## config.mk

```make
export PLATFORM = sky130hd
export DESIGN_NAME = reg_file
export DESIGN_NICKNAME = d
export VERILOG_FILES = /design/src/rtl/reg_file.sv
export SDC_FILE = /design/constraint.sdc
export NUM_CORES = 2
export LEC_CHECK = 0
export BUFFER_PORTS_ARGS = -buffer_cell sky130_fd_sc_hd__buf_2
export CORE_ASPECT_RATIO = 1.4
export CORE_MARGIN = 2
export CORE_UTILIZATION = 40
export DETAILED_ROUTE_END_ITERATION = 8
export PLACE_DENSITY_LB_ADDON = 0.12
export RECOVER_POWER = 50
export SKIP_LAST_GASP = 1
export SLEW_MARGIN = 10
export SYNTH_ARGS = -nofsm -noshare
export SYNTH_HDL_FRONTEND = slang
export SYNTH_SLANG_ARGS = --single-unit
```

## constraint.sdc

```tcl
create_clock -name clk -period 11.6 [get_ports clk]
set_clock_uncertainty 0.05 [all_clocks]
set_input_delay 1.16 -clock clk [delete_from_list [all_inputs] [get_ports clk]]
set_output_delay 1.16 -clock clk [all_outputs]
set_load 0.02 [all_outputs]
```

## src/rtl/reg_file.sv

```systemverilog
// Architectural state owner: 32x32 integer bank, 32x32 float bank and the PC.
// Write-back updates registers/PC; decode reads two operands via an enable/done handshake.
module reg_file #(
    parameter logic [31:0] RESET_PC = 32'h0000_0000,
    parameter bit          ZERO_X0  = 1'b1
) (
    input  logic        clk,
    input  logic        rstn,
    input  logic        wenable,
    input  logic        fmode,
    input  logic [4:0]  wreg,
    input  logic [31:0] wdata,
    input  logic        pcenable,
    input  logic [31:0] next_pc,
    output logic [31:0] pc,
    input  logic        renable,
    input  logic [4:0]  rs1,
    input  logic        rs1_f,
    input  logic [4:0]  rs2,
    input  logic        rs2_f,
    output logic [31:0] rdata1,
    output logic [31:0] rdata2,
    output logic        rdone
);

    localparam int unsigned XLEN  = 32;
    localparam int unsigned NREGS = 32;
    localparam int unsigned IDXW  = 5;

    typedef enum logic {
        RD_IDLE = 1'b0,
        RD_DONE = 1'b1
    } rd_state_e;

    logic [XLEN-1:0] xreg_q [NREGS];
    logic [XLEN-1:0] freg_q [NREGS];
    logic [XLEN-1:0] pc_q;
    logic [XLEN-1:0] rdata1_q;
    logic [XLEN-1:0] rdata2_q;
    logic            rdone_q;
    rd_state_e       rd_state_q;

    logic            wr_x0_c;
    logic            wr_int_c;
    logic            wr_flt_c;
    logic [XLEN-1:0] rdata1_d;
    logic [XLEN-1:0] rdata2_d;

    // A write to integer x0 is dropped entirely when x0 is hardwired.
    always_comb begin
        wr_x0_c  = ZERO_X0 && (wreg == IDXW'(0));
        wr_int_c = wenable && !fmode && !wr_x0_c;
        wr_flt_c = wenable && fmode;
    end

    // Operand select: hardwired zero, then same-cycle write bypass, then array.
    always_comb begin
        rdata1_d = rs1_f ? freg_q[rs1] : xreg_q[rs1];
        if (!rs1_f && ZERO_X0 && (rs1 == IDXW'(0))) begin
            rdata1_d = '0;
        end else if ((rs1_f ? wr_flt_c : wr_int_c) && (rs1 == wreg)) begin
            rdata1_d = wdata;
        end

        rdata2_d = rs2_f ? freg_q[rs2] : xreg_q[rs2];
        if (!rs2_f && ZERO_X0 && (rs2 == IDXW'(0))) begin
            rdata2_d = '0;
        end else if ((rs2_f ? wr_flt_c : wr_int_c) && (rs2 == wreg)) begin
            rdata2_d = wdata;
        end
    end

    // Register banks and PC.
    always_ff @(posedge clk) begin
        if (!rstn) begin
            for (int i = 0; i < int'(NREGS); i++) begin
                xreg_q[i] <= '0;
                freg_q[i] <= '0;
            end
            pc_q <= RESET_PC;
        end else begin
            if (wr_int_c) begin
                xreg_q[wreg] <= wdata;
            end
            if (wr_flt_c) begin
                freg_q[wreg] <= wdata;
            end
            if (pcenable) begin
                pc_q <= next_pc;
            end
        end
    end

    // Read handshake: each sampled renable yields one rdone cycle; back-to-back allowed.
    always_ff @(posedge clk) begin
        if (!rstn) begin
            rd_state_q <= RD_IDLE;
            rdata1_q   <= '0;
            rdata2_q   <= '0;
            rdone_q    <= 1'b0;
        end else begin
            case (rd_state_q)
                RD_IDLE, RD_DONE: begin
                    if (renable) begin
                        rdata1_q   <= rdata1_d;
                        rdata2_q   <= rdata2_d;
                        rdone_q    <= 1'b1;
                        rd_state_q <= RD_DONE;
                    end else begin
                        rdone_q    <= 1'b0;
                        rd_state_q <= RD_IDLE;
                    end
                end
                default: begin
                    rdone_q    <= 1'b0;
                    rd_state_q <= RD_IDLE;
                end
            endcase
        end
    end

    assign pc     = pc_q;
    assign rdata1 = rdata1_q;
    assign rdata2 = rdata2_q;
    assign rdone  = rdone_q;

endmodule

```

==> run_results.csv <==
group,metric,value,unit
outcome,outcome,"complete, but fails checks",
outcome,violations,"capacitance limit, slew limit",
sta,hold_viol_final,0,
worst_setup_path,critPathArrivalTime,7290,ps
drt,drt_iter0_markers,10200,
hold_path,hold_path_depth,3,
sta,rsz0062_at_grt,"no",
clock_network,cts_max_level,4,
synth,syn_area_per_cell,14.3,µm²
worst_setup_path,crit_required,12110,ps
worst_setup_path,r2r-start,"xreg_q[21][8]$_SDFFCE_PN0P_",
synth,syn_inst,7985,
worst_setup_path,r2r_slack,8510,ps
final_layout,layout-drive-gt1-share,0.218,
worst_setup_path,crit_buf_inv,3,
sta,fin_crit_sh,0.585,
clock_network,insertion_delay,960,ps
floorplanning,num_io_pins,184,
sta,slew_viol_final,2366,
sta,finalSetupTns,0,ps
final_layout,final_cell_mix,"2048 x edfxtp_1, 1361 x and2_1, 878 x mux4_2",
worst_setup_path,crit_path_max_fanout,36,
synth,synth-warning-count,0,
clock_network,cts_resized,0,
worst_setup_path,regToRegEndpoint,"rdata1[8]$_SDFFE_PN0P_",
synth,synthMuxAreaShare,0.230,
drt,vias,75500,
drt,vias_per_cell,6.40,
floorplanning,num_rows,232,
grt,antenna_found_initial,56,
synth,ys_seq_area_frac,0.554,
grt,grt_overflow,0,
synth,synth-seq-cells,2145,
drt,drt-wirelength-per-cell,41.1,µm
final_layout,mostFrequentLayoutCell,"edfxtp_1",
floorplanning,die_h,637,µm
floorplanning,core,285000,µm²
worst_setup_path,end_kind,"flip-flop",
worst_setup_path,crit_path_start,"rstn",
worst_setup_path,path_class,"input port to flip-flop",
worst_setup_path,path_cells,"buf_6 -> nand2_1 -> or3_1 -> clkbuf_1 -> o21ai_0 -> buf_4",
final_layout,area_growth,10.6,%
sta,setup_viol,0,
synth,synth-adder-area-share,0,
sta,fin_ws,4820,ps
worst_setup_path,startpoint_type,"input port",
worst_setup_path,path_depth,6,
floorplanning,fp.dieW,456,µm
synth,synth-simple-area-share,0.137,
floorplanning,initial_core_util,0.402,
drt,finalWirelength,484000,µm
grt,grt_max_degree,100,
final_layout,fin_nets,7920,
sta,tightest_slew,4400,ps
synth,synth_top_family_by_area,"multiplexers",
sta,slew_headroom,-1.96,
placement,io_buffers,183,
sta,fmax,147,MHz
power,power,19.1,mW
grt,grt_usage,0.327,
sta,layout_min_cycle_time,6780,ps
worst_setup_path,ff2ff_path_depth,5,
flow_run,maxCapViolations,81,
hold_path,hold_end,"pc[25]$_SDFFE_PN0P_",
floorplanning,dieArea,291000,µm²
final_layout,fin_cells,11800,
clock_network,cts_made_buffers,224,
power,power_per_cell_area,151,nW/µm²
power,max-vdd-ir-drop,115,µV
sta,holdWs,408,ps
synth,yosysUniqueCellTypes,63,
final_layout,design_area,127000,µm²
worst_setup_path,slowest_stage,"o21ai_0",
drt,postRouteAntennaNets,0,
grt,grt_pass1_vias,75300,
synth,synth-async-reset-ratio,0,
synth,synth-main-ff-cell,"edfxtp_1",
synth,synth_compound_area_frac,0.0435,
worst_setup_path,crit_family,"compound AO/OA/AOI/OAI gates",
hold_path,min_from,"next_pc[25]",
grt,grt_pass1_wl,651000,µm
clock_network,hold_buffers,0,
hold_path,holdCritPathClass,"input port to flip-flop",
placement,place_ws,5500,ps
clock_network,cts_tree,"yes",
power,leakage,42.8,nW
clock_network,post_cts_buffers,0,
worst_setup_path,max_stage_delay,3510,ps
clock_network,cts_num_sinks,2145,
clock_network,cts.clk_slew.worst_paths,60,ps
clock_network,clockBufferDepth,4,
drt,route.detailed.drc,0,
clock_network,cts_root_buf,"clkbuf_16",
placement,gp_routability_congestion,0.926,
synth,syn-cell-area,114000,µm²
drt,firstDrtPassIters,8,
placement,placed_cell_area,120000,µm²
placement,place_hpwl,284000,µm
synth,synth_enable_flop_cells,2048,
final_layout,utilization,0.444,
placement,dpl.cell_count,11400,
synth,synth-xor-area-share,0.000765,
-- tightest hold or removal path, cell delays in order --
cell,delay [ps]
buf_2,70
mux2i_1,60
nor2_1,70
-- layout make-up --
type	instances	area (µm²)
Clock inverter	122	1220
Clock buffer	282	6030
Timing Repair Buffer	464	2900
Sequential cell	2145	63400
Fill cell	25400	158000
Inverter	6	23.8
Antenna cell	33	82.6
Multi-Input combinational cell	4992	48200
Tap cell	3744	4680
-- per-layer routing --
| metal | global-route usage | wire (µm) |
|---|---|---|
| met4 | 0.249 | 45400 |
| met2 | 0.530 | 228000 |
| met5 | 0 | 117 |
| met1 | 0.386 | 167000 |
| met3 | 0.0632 | 44300 |
-- power breakdown --
group | switching, mW | internal (mW)
Clock | 3.23 | 4.21
Combinational | 1.64 | 0.866
Sequential | 0.251 | 8.90
-- kinds of logic (layout without fill, tap and decap cells) --
group                     count (synthesis)  in the layout
and+or+nand+nor                        2677           2677
DFF                                    2145           2145
muxes                                  1515           1515
buffers and inverters                   879            874
AOI/OAI and AO/OA                       758            758
xor gates and xnor gates                 10             10
other                                     1             65
-- Yosys cell counts, types with 17 or more instances --
cell	number	area share
nand2b_1	54	0.0030
buf_2	147	0.0064
a21oi_1	120	0.0052
o211ai_1	27	0.0018
a32o_1	19	0.0017
a22oi_1	88	0.0058
a221oi_1	50	0.0038
nor2_1	236	0.0077
nand4_1	20	0.0011
o22ai_1	75	0.0041
and2_1	2033	0.11
a211oi_1	35	0.0023
o221ai_1	22	0.0017
a31oi_1	22	0.0012
clkbuf_1	595	0.020
a21boi_0	31	0.0020
or4_1	18	0.0012
o21ai_1	20	0.00087
nand2_1	160	0.0052
mux2i_1	536	0.047
nor2b_1	34	0.0019
nand3_1	70	0.0031
mux4_2	878	0.17
buf_4	74	0.0049
buf_6	31	0.0030
mux2_2	101	0.0099
a2bb2oi_1	17	0.0013
o21ai_0	186	0.0081
and3_1	19	0.0010
edfxtp_1	2048	0.54
dfxtp_1	97	0.017
buf_1	25	0.00082
-- flip-flops by register name, summed over array words and instances (netlist names) --
| signal | cells |
|---|---|
| rdata2 | 32 |
| rdone | 1 |
| xreg_q | 1024 |
| freg_q | 1024 |
| pc | 32 |
| rdata1 | 32 |
-- worst max-delay path by stage --
stage	end	slack, ps
after global placement	rdata2[11]$_SDFFE_PN0P_	5300
after global routing	freg_q[8][14]$_SDFFCE_PN0P_	4670
after floorplan	freg_q[11][0]$_SDFFCE_PN0P_	6610
after CTS	rdata2[17]$_SDFFE_PN0P_	6500
final	freg_q[31][22]$_SDFFCE_PN0P_	4820
after detailed placement	rdata2[17]$_SDFFE_PN0P_	5500
Note: power is estimated with default switching activity, not from simulation.
